--- config.mk ---
export PLATFORM = sky130hd
export DESIGN_NAME = kernel_d_vin_feeder
export DESIGN_NICKNAME = d
export VERILOG_FILES = /design/src/rtl/kernel_d_vin_feeder.sv
export SDC_FILE = /design/constraint.sdc
export NUM_CORES = 1
export LEC_CHECK = 0
export BUFFER_PORTS_ARGS = -buffer_cell sky130_fd_sc_hd__buf_2
export CELL_PAD_IN_SITES_DETAIL_PLACEMENT = 0
export CELL_PAD_IN_SITES_GLOBAL_PLACEMENT = 1
export CORE_ASPECT_RATIO = 0.6
export CORE_UTILIZATION = 61
export CTS_BUF_LIST = sky130_fd_sc_hd__clkbuf_4 sky130_fd_sc_hd__clkbuf_8
export DETAILED_ROUTE_END_ITERATION = 10
export PLACE_DENSITY_LB_ADDON = 0.1
export SKIP_LAST_GASP = 1
export SLEW_MARGIN = 10
export SYNTH_ARGS = -nofsm -noshare
export SYNTH_HDL_FRONTEND = slang
export SYNTH_SLANG_ARGS = --single-unit
export TNS_END_PERCENT = 30
--- constraint.sdc ---
create_clock -name clk -period 9.78 [get_ports clk]
set_input_delay 1.467 -clock clk [delete_from_list [all_inputs] [get_ports clk]]
set_output_delay 1.467 -clock clk [all_outputs]
set_load 0.02 [all_outputs]
--- src/rtl/kernel_d_vin_feeder.sv ---
// kernel_d_vin_feeder
//   Upstream feeder for the kernel_D pipeline. It accepts a valid/ready input
//   stream and buffers it in a show-ahead FIFO. It presents at most one word
//   per cycle on kd_vin and counts NELEM words per run (start -> done).
//
// Ports
//   clk       : single clock, rising edge
//   rst       : synchronous, active-low reset
//   start     : one-cycle pulse, begins a run when idle
//   in_valid  : input word valid
//   in_data   : input word
//   in_ready  : feeder accepts in_data this cycle
//   ds_stall  : downstream full, freezes feeding
//   kd_vin    : word to kernel_D, zero whenever stall is high
//   stall     : kernel_D stall, low only on a cycle a word is consumed
//   done      : one-cycle pulse after the last word of a run is fed
//   fed_cnt   : words fed to the kernel in the current run
module kernel_d_vin_feeder #(
    parameter int DATAW = 32,
    parameter int DEPTH = 16,
    parameter int NELEM = 1024,
    parameter int CNTW  = 16
) (
    input  logic             clk,
    input  logic             rst,
    input  logic             start,
    input  logic             in_valid,
    input  logic [DATAW-1:0] in_data,
    output logic             in_ready,
    input  logic             ds_stall,
    output logic [DATAW-1:0] kd_vin,
    output logic             stall,
    output logic             done,
    output logic [CNTW-1:0]  fed_cnt
);

    localparam int AW = $clog2(DEPTH);

    localparam logic [1:0] S_IDLE = 2'd0;
    localparam logic [1:0] S_RUN  = 2'd1;
    localparam logic [1:0] S_DONE = 2'd2;

    localparam logic [CNTW-1:0] NELEM_C = CNTW'(NELEM);
    localparam logic [CNTW-1:0] CNT_ONE = CNTW'(1);
    localparam logic [AW:0]     PTR_ONE = (AW+1)'(1);

    logic [1:0]       state_q, state_d;
    logic [AW:0]      wr_ptr_q, wr_ptr_d;
    logic [AW:0]      rd_ptr_q, rd_ptr_d;
    logic [CNTW-1:0]  in_cnt_q, in_cnt_d;
    logic [CNTW-1:0]  fed_cnt_q, fed_cnt_d;
    logic [DATAW-1:0] mem_q [DEPTH];

    logic running;
    logic empty;
    logic full;
    logic ready_c;
    logic push;
    logic pop;

    // Pointers carry one extra wrap bit. The pointers are equal when the FIFO
    // is empty. They differ only in the wrap bit when the FIFO is full.
    always_comb begin
        running = (state_q == S_RUN);
        empty   = (wr_ptr_q == rd_ptr_q);
        full    = (wr_ptr_q[AW] != rd_ptr_q[AW]) &&
                  (wr_ptr_q[AW-1:0] == rd_ptr_q[AW-1:0]);
        // Depends only on registered state, never on in_valid
        ready_c = running && !full && (in_cnt_q < NELEM_C);
        push    = in_valid && ready_c;
        pop     = running && !empty && !ds_stall;
    end

    always_comb begin
        state_d   = state_q;
        wr_ptr_d  = wr_ptr_q;
        rd_ptr_d  = rd_ptr_q;
        in_cnt_d  = in_cnt_q;
        fed_cnt_d = fed_cnt_q;

        if (push) begin
            wr_ptr_d = wr_ptr_q + PTR_ONE;
            in_cnt_d = in_cnt_q + CNT_ONE;
        end
        if (pop) begin
            rd_ptr_d  = rd_ptr_q + PTR_ONE;
            fed_cnt_d = fed_cnt_q + CNT_ONE;
        end

        case (state_q)
            S_IDLE: begin
                if (start) begin
                    state_d   = S_RUN;
                    in_cnt_d  = '0;
                    fed_cnt_d = '0;
                end
            end
            S_RUN: begin
                if (pop && (fed_cnt_q + CNT_ONE == NELEM_C)) begin
                    state_d = S_DONE;
                end
            end
            S_DONE:  state_d = S_IDLE;
            default: state_d = S_IDLE;
        endcase
    end

    always_ff @(posedge clk) begin
        if (!rst) begin
            state_q   <= S_IDLE;
            wr_ptr_q  <= '0;
            rd_ptr_q  <= '0;
            in_cnt_q  <= '0;
            fed_cnt_q <= '0;
        end else begin
            state_q   <= state_d;
            wr_ptr_q  <= wr_ptr_d;
            rd_ptr_q  <= rd_ptr_d;
            in_cnt_q  <= in_cnt_d;
            fed_cnt_q <= fed_cnt_d;
        end
    end

    // Storage has no reset. Clearing the pointers discards its contents.
    always_ff @(posedge clk) begin
        if (push) begin
            mem_q[wr_ptr_q[AW-1:0]] <= in_data;
        end
    end

    assign in_ready = ready_c;
    assign stall    = !pop;
    assign kd_vin   = pop ? mem_q[rd_ptr_q[AW-1:0]] : '0;
    assign done     = (state_q == S_DONE);
    assign fed_cnt  = fed_cnt_q;

endmodule

Word level (Yosys, flattened, before mapping)
Memory sizes are Yosys's and may differ from the RTL's. A register that Yosys moved wholly into a read port is not among the register bits.
Index checks and enable logic that the tools add are counted.
{ "classes": {"n_reduce_logical": 13, "muxes": 14, "eq_ne": 8, "n_addsub": 4, "order_cmp": 1} }
{ "ops": {"columns": ["operator", "n"], "rows": [
  ["16-bit two-way mux", 6],
  ["16-bit by 1-bit adder with 16-bit output, second input constant", 2],
  ["32-bit two-way mux", 1],
  ["16-bit by 11-bit equality test with 1-bit output, second input constant", 1],
  ["16-bit by 11-bit < comparator with 1-bit output, second input constant", 1],
  ["5-bit by 1-bit adder with 5-bit output, second input constant", 2],
  ["4-bit two-way mux", 2],
  ["1-bit logical AND", 7],
  ["5-bit equality test", 1],
  ["4-bit equality test", 1],
  ["1-bit logical NOT", 4],
  ["2-bit two-way mux", 2],
  ["2-bit one-hot mux with 2 select lines", 1],
  ["2-bit by 1-bit equality test with 1-bit output, second input constant", 1],
  ["2-bit equality test, second input constant", 1],
  ["2-bit logical NOT", 1],
  ["1-bit two-way mux", 2],
  ["2-bit by 1-bit != test with 1-bit output, second input constant", 1],
  ["2-bit != test, second input constant", 1],
  ["2-bit AND reduction", 1],
  ["1-bit != test", 1]
]} }
{ "word_totals": {"ram_bits": 512, "mem_count": 1, "reg_bits": 44, "wordCells": 46, "inputBits": 37} }
{ "mem_list": {"columns": ["name", "words", "width", "read_ports", "rd_clocked_by_memory_dff", "wr", "line", "text"], "rows": [
  ["mem_q", 16, 32, 1, 1, 1, "52", "logic [DATAW-1:0] mem_q [DEPTH];"]
]} }

Longest topological paths before layout
Gate-level depths: netlist of run 1.
{ "depth": {"depth_word": 9, "depth_mapped": 8, "mapped_depth_nobuf": 6} }

Least setup slack after synthesis of run 1
No wires, ideal clock.
{ "synth_timing": {"kind": "input to register", "startpoint": "in in_valid", "endpoint": "mem mem_q[3][0], enable pin", "setup_time_ns": 0.461, "required_time_ns": 9.319, "arrival_time_ns": 4.111, "path_slack_ns": 5.208, "path_stages": 3, "path_cell_list": "and4_1 o211ai_1 nor3_1"} }
{ "synth_via": {"elab_chain_cells": 3} }
{ "synth_lines": {"columns": ["item", "line", "text"], "rows": [
  ["start, declared", "27", "input logic in_valid,"],
  ["1-bit logical AND", "70", "push = in_valid && ready_c;"],
  ["1-bit two-way mux", "126", "if (push) begin"],
  ["1-bit two-way mux (implied by the code)", "127", "mem_q[wr_ptr_q[AW-1:0]] <= in_data;"],
  ["end, declared", "52", null]
]} }
No other way between the ends.

==> metrics.txt, run 1 <==
Seq. cell area=16300 µm²; Final nets=1223; crit path time final=5530 ps; Via Count=10600; endpoints failing hold=0; Die W=247 µm; CP Cell Sequence=buf_4, mux4_2, mux4_2, nor2b_1, buf_2; die area=36900 µm²; first-pass GRT wire length=67100 µm; total congestion overflow=0; Post-synth EDFFs=512; WL final=45000 µm; synthesized area=22000 µm²; top cell type's share of synthesized area=0.698; R2R cell count=4; Post-DP HPWL=23100 µm; GP Congestion=0.849; PD cells=184 nW/µm²; Crit path buffers/inverters=2; DR iter-0 viols=968; crit share post-route=0.566; maximum root-to-sink buffer count=3; WHS=465 ps; worst-skew pair later-pin latency=640 ps; crit-path max FO=52; CTS root buf=clkbuf_8; post-synth cell types=46; clock transition at the registers of the reported paths=60 ps; Pre-antenna DRT Iters=8; chip height=149 µm; CTS buffer count=79; top cells by area, synth=edfxtp_1 (70%), mux4_2 (16%), dfxtp_1 (4.4%), nor2b_1 (1.1%), xnor2_1 (0.72%); Syn Nets=1087; Post-CTS Hold Fix Bufs=0; status=finished, violations left; Area Overhead vs Synth=11.2%; leak pwr=7.72 nW; Maximum Capacitance Violations=0; reg-to-reg endpoint=mem_q[8][5]; RSZ-0062 raised after global routing=no; slowest CP cell=dfxtp_4; synth warn=0; Multi-input gate area=5420 µm²; Hold Crit Class=register to register; row count=53; required time of the worst setup path=8310 ps; Max-slew headroom=0.207; IO Pins=88; clk_skew=21.5 ps; vias per inst=6.24; CP delay by family, top=buffers and inverters; cell taking the most area after synthesis=edfxtp_1; setup slack, reg-to-reg=6420 ps; initial core utilization=0.624; CTS sink count=560; Post-route DRC=2; largest net degree at the start of global routing=68; Max IR drop VDD=0.129 mV; syn_area_per_cell=21.1 µm²; share of the yosys chip area belonging to registers=0.742; final worst setup slack=4250 ps; final cell count without fillers=1703; CTS H-Tree Depth=3; failing checks=DRC; cts repair resizes=0; Primary FF master, synth=edfxtp_1; RR Startpoint=state_q[0]; measured slew at the worst slew-check pin=1190 ps; critical path arrival=4070 ps; Seq cells post-synth=560; CP Launch Type=register; antenna diode count=0; WS Path Type=register to output pin; Fillers=2200; setup violators final=0; CTS tree=yes; postcts setup bufs=0; DP Cell Count=1565; CP Capture Type=output pin; Highest Clock Rate=0.181 GHz; Slew Viols, Final=0; critical path depth=5; commonest non-fill, non-tap cell in the layout=edfxtp_1; Placement Setup Slack=4770 ps; most frequent cells in the layout=edfxtp_1 (512), mux4_2 (160), buf_2 (87); final core occ=0.694; Final ANT Viol Nets=0; cell count after synthesis=1043; CP most frequent cell=mux4_2; port bufs=87; Hold EP=in_cnt_q[11]; Tot GR Track Use=0.255; fraction of layout cells with a size suffix above 1=0.340; Core Region=35300 µm²; vias in the first global route=10800; Fin Setup TNS=0 ps; Async SR Flop Fraction=0; DR WL/cell=26.4 µm; initial antenna violation count=0; worst min-delay path startpoint=in_cnt_q[11]; CP max stage delay=1000 ps; Hold Path Stages=1
cell type report:
cell class	instances	area share
clock inverter	29	0.00695
clock buffer	109	0.0541
sequential	560	0.668
inverter	11	0.00169
tap	467	0.0239
multi-input combinational	418	0.221
timing repair buffer	109	0.0245
cell families after synthesis:
family,Yosys count,synth area share
adder cells (fa/ha/maj),7,0.00398
multiplexers,166,0.166
buffers and inverters,65,0.0150
AND/OR/NAND/NOR,159,0.0406
XOR/XNOR,35,0.0139
flip-flops,560,0.742
AO/OA/AOI/OAI,51,0.0186
synthesized netlist by cell type, types with 2 or more instances:
cell type	number
edfxtp_1	512
mux4_2	160
dfxtp_1	48
nor2b_1	40
nor2_1	36
clkbuf_1	20
and2_1	19
and3_1	18
xnor2_1	18
xor2_1	17
buf_2	15
buf_4	12
nand4_1	12
inv_1	11
o211ai_1	11
nand2_1	10
o2111ai_1	9
nand3_1	8
a21oi_1	7
ha_1	7
mux2i_1	6
and4_1	4
buf_1	4
a2111oi_2	3
a211oi_1	3
buf_6	3
o21ai_0	3
o31ai_1	3
a31o_2	2
nor3_1	2
nor4_1	2
o31a_1	2
or3_1	2
or4_1	2
routing by layer:
layer / track usage / up-vias / part of all wire
met5: 0 / - / 0
met4: 0.0666 / 0 / 0.014
met3: 0.0525 / 61 / 0.076
met2: 0.380 / 421 / 0.47
met1: 0.390 / 5542 / 0.44
li1: - / 4603 / -
how the worst max path moves through the flow:
stage,start,endpoint,slack (ps)
floorplan,in_valid,mem_q[3][0],5210
global placement,register,kd_vin[2],4770
detailed placement,register,kd_vin[6],4770
CTS,register,kd_vin[6],4070
global route,register,kd_vin[6],3860
finish,register,kd_vin[6],4250
power by group:
part / internal (mW) / total, mW / switching, mW
clock: 0.906 / 1.75 / 0.845
sequential: 2.62 / 2.63 / 0.00811
combinational: 0.0481 / 0.120 / 0.0714
worst reg2reg max path, delay by kind of cell (launching register included):
kind,cells,cell delay (ps)
flops,1,400
compound gates,1,660
simple gates,3,1880
per-stage QoR:
step	total power, mW	instance area, µm²
global placement	2.79	23000
finish	4.50	24500
global route	4.65	24500
CTS	4.54	24500
floorplan	2.75	22000
detailed placement	2.80	23000
flip-flops by register name (all words and copies together), names as in the netlist, named ones only:
signal and flops:
wr_ptr_q 5, fed_cnt 16, state_q 2, rd_ptr_q 5, in_cnt_q 16, mem_q 512
No activity file was read; power rests on OpenSTA's default activity.
==> inputs of run 2 (changes only) <==
- CORE_UTILIZATION: 61 -> 51
- clock period: 9.78 -> 4.55 ns (I/O delays scaled with it)
==> metrics.txt, run 2 (same netlist as run 1, synthesis figures left out) <==
Pre-antenna DRT Iters=5; Fin Setup TNS=0 ps; Largest register FFs=512; Fillers=3124; critical path arrival=3120 ps; Post-DP HPWL=26300 µm; CTS H-Tree Depth=3; Area Overhead vs Synth=12.8%; crit path time final=3810 ps; initial core utilization=0.522; Tot GR Track Use=0.223; Highest Clock Rate=0.263 GHz; row count=58; Hold Crit Class=primary input to register; setup violators final=0; Final nets=1233; antenna diode count=0; cts repair resizes=0; commonest non-fill, non-tap cell in the layout=edfxtp_1; CTS root buf=clkbuf_8; status=finished clean; Slew Viols, Final=0; CP Capture Type=output pin; Via Count=10800; WL final=47400 µm; PD cells=397 nW/µm²; CTS tree=yes; WS Path Type=register to output pin; DR iter-0 viols=1141; RSZ-0062 raised after global routing=no; final worst setup slack=745 ps; crit share post-route=0.836; IO Pins=88; most frequent cells in the layout=edfxtp_1 (512), mux4_2 (160), buf_2 (87); Die W=270 µm; Post-route DRC=0; WHS=372 ps; worst-skew pair later-pin latency=650 ps; Max IR drop VDD=0.226 mV; maximum root-to-sink buffer count=3; Max-slew headroom=0.177; measured slew at the worst slew-check pin=1230 ps; first-pass GRT wire length=71400 µm; Placement Setup Slack=1270 ps; leak pwr=7.85 nW; total congestion overflow=0; clk_skew=27.8 ps; fraction of layout cells with a size suffix above 1=0.352; Post-CTS Hold Fix Bufs=0; crit-path max FO=24; Maximum Capacitance Violations=0; die area=44100 µm²; Hold Path Stages=3; CTS buffer count=80; R2R cell count=5; Core Region=42200 µm²; postcts setup bufs=0; endpoints failing hold=0; vias in the first global route=10800; DR WL/cell=26.0 µm; GP Congestion=0.820; port bufs=87; chip height=163 µm; clock transition at the registers of the reported paths=60 ps; CP Launch Type=register; DP Area=23300 µm²; required time of the worst setup path=3870 ps; Final Cell Area=24800 µm²; largest net degree at the start of global routing=56; initial antenna violation count=0; CTS sink count=560; Final ANT Viol Nets=0; vias per inst=5.90
[run 2: cell types whose count changed in the layout (fill, tap and decap cells not counted)]
cell / before / now
clkbuf_4: 28 / 35
buf_12: 0 / 5
buf_4: 22 / 26
clkinv_1: 18 / 14
clkbuf_8: 81 / 84
clkinv_2: 4 / 7
clkinvlp_4: 2 / 1
o31ai_2: 1 / 0
o31ai_4: 0 / 1
[run 2: final timing paths]
kind | to | startpoint | slack, ps
worst min-delay path | state_q[0] | start | 370
worst max register to register | mem_q[12][12] | state_q[0] | 1220
worst max-delay path | kd_vin[0] | register | 740
worst min register to register | in_cnt_q[11] | in_cnt_q[11] | 470
[run 2: critical path: stages, from the launching register on]
cell	delay, ps
dfxtp_4	710
buf_4	380
mux4_2	550
mux4_2	490
nor2b_1	160
buf_2	190
[run 2: layer usage]
metal / global-route usage / share of wire / vias up
met5: 0 / 0 / -
met4: 0.0575 / 0.015 / 0
met3: 0.0470 / 0.068 / 67
met2: 0.317 / 0.44 / 384
met1: 0.353 / 0.47 / 5678
li1: - / - / 4626
[run 2: per-stage QoR]
| step | power (mW) | cells | util |
|---|---|---|---|
| after floorplan | 5.90 | 1043 | - |
| after global placement | 6.02 | 1677 | 0.551 |
| after detailed placement | 6.03 | 1677 | 0.551 |
| after CTS | 9.96 | 1823 | 0.588 |
| after global routing | 10.2 | 1823 | 0.588 |
| final | 9.86 | 1823 | 0.588 |
[run 2: layout make-up]
class / instances / area, µm² / area share
Tap cell: 570 / 713 / 0.0287
Multi-Input combinational cell: 418 / 5430 / 0.218
Timing Repair Buffer: 118 / 731 / 0.0294
Clock buffer: 119 / 1420 / 0.0571
Sequential cell: 560 / 16300 / 0.658
Clock inverter: 27 / 163 / 0.00655
Inverter: 11 / 41.3 / 0.00166
[run 2: report_power, final]
group,leakage (nW),switching [mW],total (mW),internal (mW)
combinational,2.00,0.168,0.275,0.107
sequential,5.00,0.0131,5.64,5.63
clock,0.848,1.88,3.95,2.07
total,7.85,2.06,9.86,7.80
==> inputs of run 3 (changes only) <==
- CORE_UTILIZATION: 51 -> 56
- clock period: 4.55 -> 3.9 ns (I/O delays scaled with it)
==> metrics.txt, run 3 (same netlist as run 1, synthesis figures left out) <==
status=finished clean; Pre-antenna DRT Iters=5; reg-to-reg endpoint=mem_q[10][17]; RSZ-0062 raised after global routing=no; total congestion overflow=0; Final nets=1237; die area=40200 µm²; initial antenna violation count=3; first-pass GRT wire length=69600 µm; crit path time final=3570 ps; maximum root-to-sink buffer count=3; fraction of layout cells with a size suffix above 1=0.346; WL final=46400 µm; Crit path buffers/inverters=2; M3 GR Usage=0.0534; Post-CTS Hold Fix Bufs=0; Area Overhead vs Synth=12.6%; GP Congestion=0.873; Final ANT Viol Nets=0; postcts setup bufs=0; Slew Viols, Final=0; CP max stage delay=730 ps; CP most frequent cell=mux4_2; largest net degree at the start of global routing=61; vias per inst=6.12; Highest Clock Rate=0.280 GHz; row count=55; DR iter-0 viols=1088; CTS sink count=560; chip height=156 µm; endpoints failing hold=0; Via Count=10800; RR Startpoint=state_q[0]; worst-skew pair later-pin latency=640 ps; crit share post-route=0.916; CTS H-Tree Depth=3; initial core utilization=0.577; R2R cell count=5; Fin Setup TNS=0 ps; commonest non-fill, non-tap cell in the layout=edfxtp_1; slowest CP cell=dfxtp_4; Hold EP=state_q[0]; Largest register FFs=512; Max-slew headroom=0.481; Post-route DRC=0; required time of the worst setup path=3310 ps; Max IR drop VDD=0.283 mV; measured slew at the worst slew-check pin=778 ps; setup violators final=0; most used routing layer=met1; CP Launch Type=register; DR WL/cell=26.2 µm; CTS root buf=clkbuf_8; M1 GR Usage=0.374; cts repair resizes=0; crit-path max FO=35; CP Cell Sequence=buf_4, mux4_2, mux4_2, nor2b_1, buf_2; IO Pins=88; leak pwr=7.84 nW; clk_skew=24.5 ps; met2 Usage GRT=0.343; critical path arrival=2990 ps; Hold Path Stages=3; Post-DP HPWL=25200 µm; Tot GR Track Use=0.239; PD cells=460 nW/µm²; WS Path Type=register to output pin; CTS buffer count=79; Final Power=11.4 mW; most frequent cells in the layout=edfxtp_1 (512), mux4_2 (160), buf_2 (87); CP delay by family, top=multiplexers; worst min-delay path startpoint=start; CTS tree=yes; CP Capture Type=output pin; vias in the first global route=10800; port bufs=87; Core Region=38200 µm²; clock transition at the registers of the reported paths=70 ps; setup slack, reg-to-reg=720 ps; Hold Crit Class=primary input to register; Die W=258 µm; Maximum Capacitance Violations=0
-- run 3: cell types whose count changed in the layout (fill, tap and decap cells not counted) --
cell,previous run,this run
buf_4,26,27
clkinv_1,14,22
clkbuf_8,84,79
diode_2,0,1
inv_8,1,0
clkinvlp_4,1,3
bufinv_16,1,3
clkbuf_4,35,22
inv_6,3,4
clkinv_2,7,9
buf_12,5,9
-- run 3: layer usage --
metal,vias to the layer above,wire length [µm]
li1,4644,-
met4,2,743
met1,5700,21500
met3,72,3310
met5,-,15
met2,399,20800
-- run 3: final cells by class --
type | instances | area, µm²
Sequential cell | 560 | 16300
Fill cell | 2585 | 13400
Multi-Input combinational cell | 418 | 5430
Clock buffer | 101 | 1250
Timing Repair Buffer | 123 | 818
Tap cell | 513 | 642
Clock inverter | 41 | 275
Inverter | 11 | 41.3
Antenna cell | 1 | 2.50
-- run 3: power breakdown --
group          switching, mW  leakage, nW  internal, mW  total, mW
clock                   2.19        0.800          2.32       4.51
combinational          0.199         2.04         0.126      0.325
sequential            0.0103         5.00          6.57       6.58
-- run 3: how the worst max path moves through the flow --
stage          slack (ps)            end  cells past startpoint
3_3_place_gp          890  mem_q[10][14]                      5
2_1_floorplan         120    mem_q[3][0]                      4
5_1_grt               210      kd_vin[4]                      5
3_5_place_dp          750  mem_q[10][18]                      5
6_report              330      kd_vin[4]                      5
4_1_cts               270      kd_vin[4]                      5
-- run 3: tightest hold or removal path: stages --
cell and delay, ps:
buf_2 90, o211ai_1 80, a21oi_1 110
-- run 3: per-stage QoR --
step / util / hold slack [ps] / worst slack [ps] / cells / area, µm²
floorplan: - / 431 / 121 / 1043 / 22000
finish: 0.649 / 263 / 327 / 1768 / 24800
global placement: 0.609 / 446 / 890 / 1625 / 23300
global route: 0.649 / 298 / 211 / 1767 / 24800
CTS: 0.649 / 220 / 272 / 1767 / 24800
detailed placement: 0.609 / 446 / 754 / 1625 / 23300
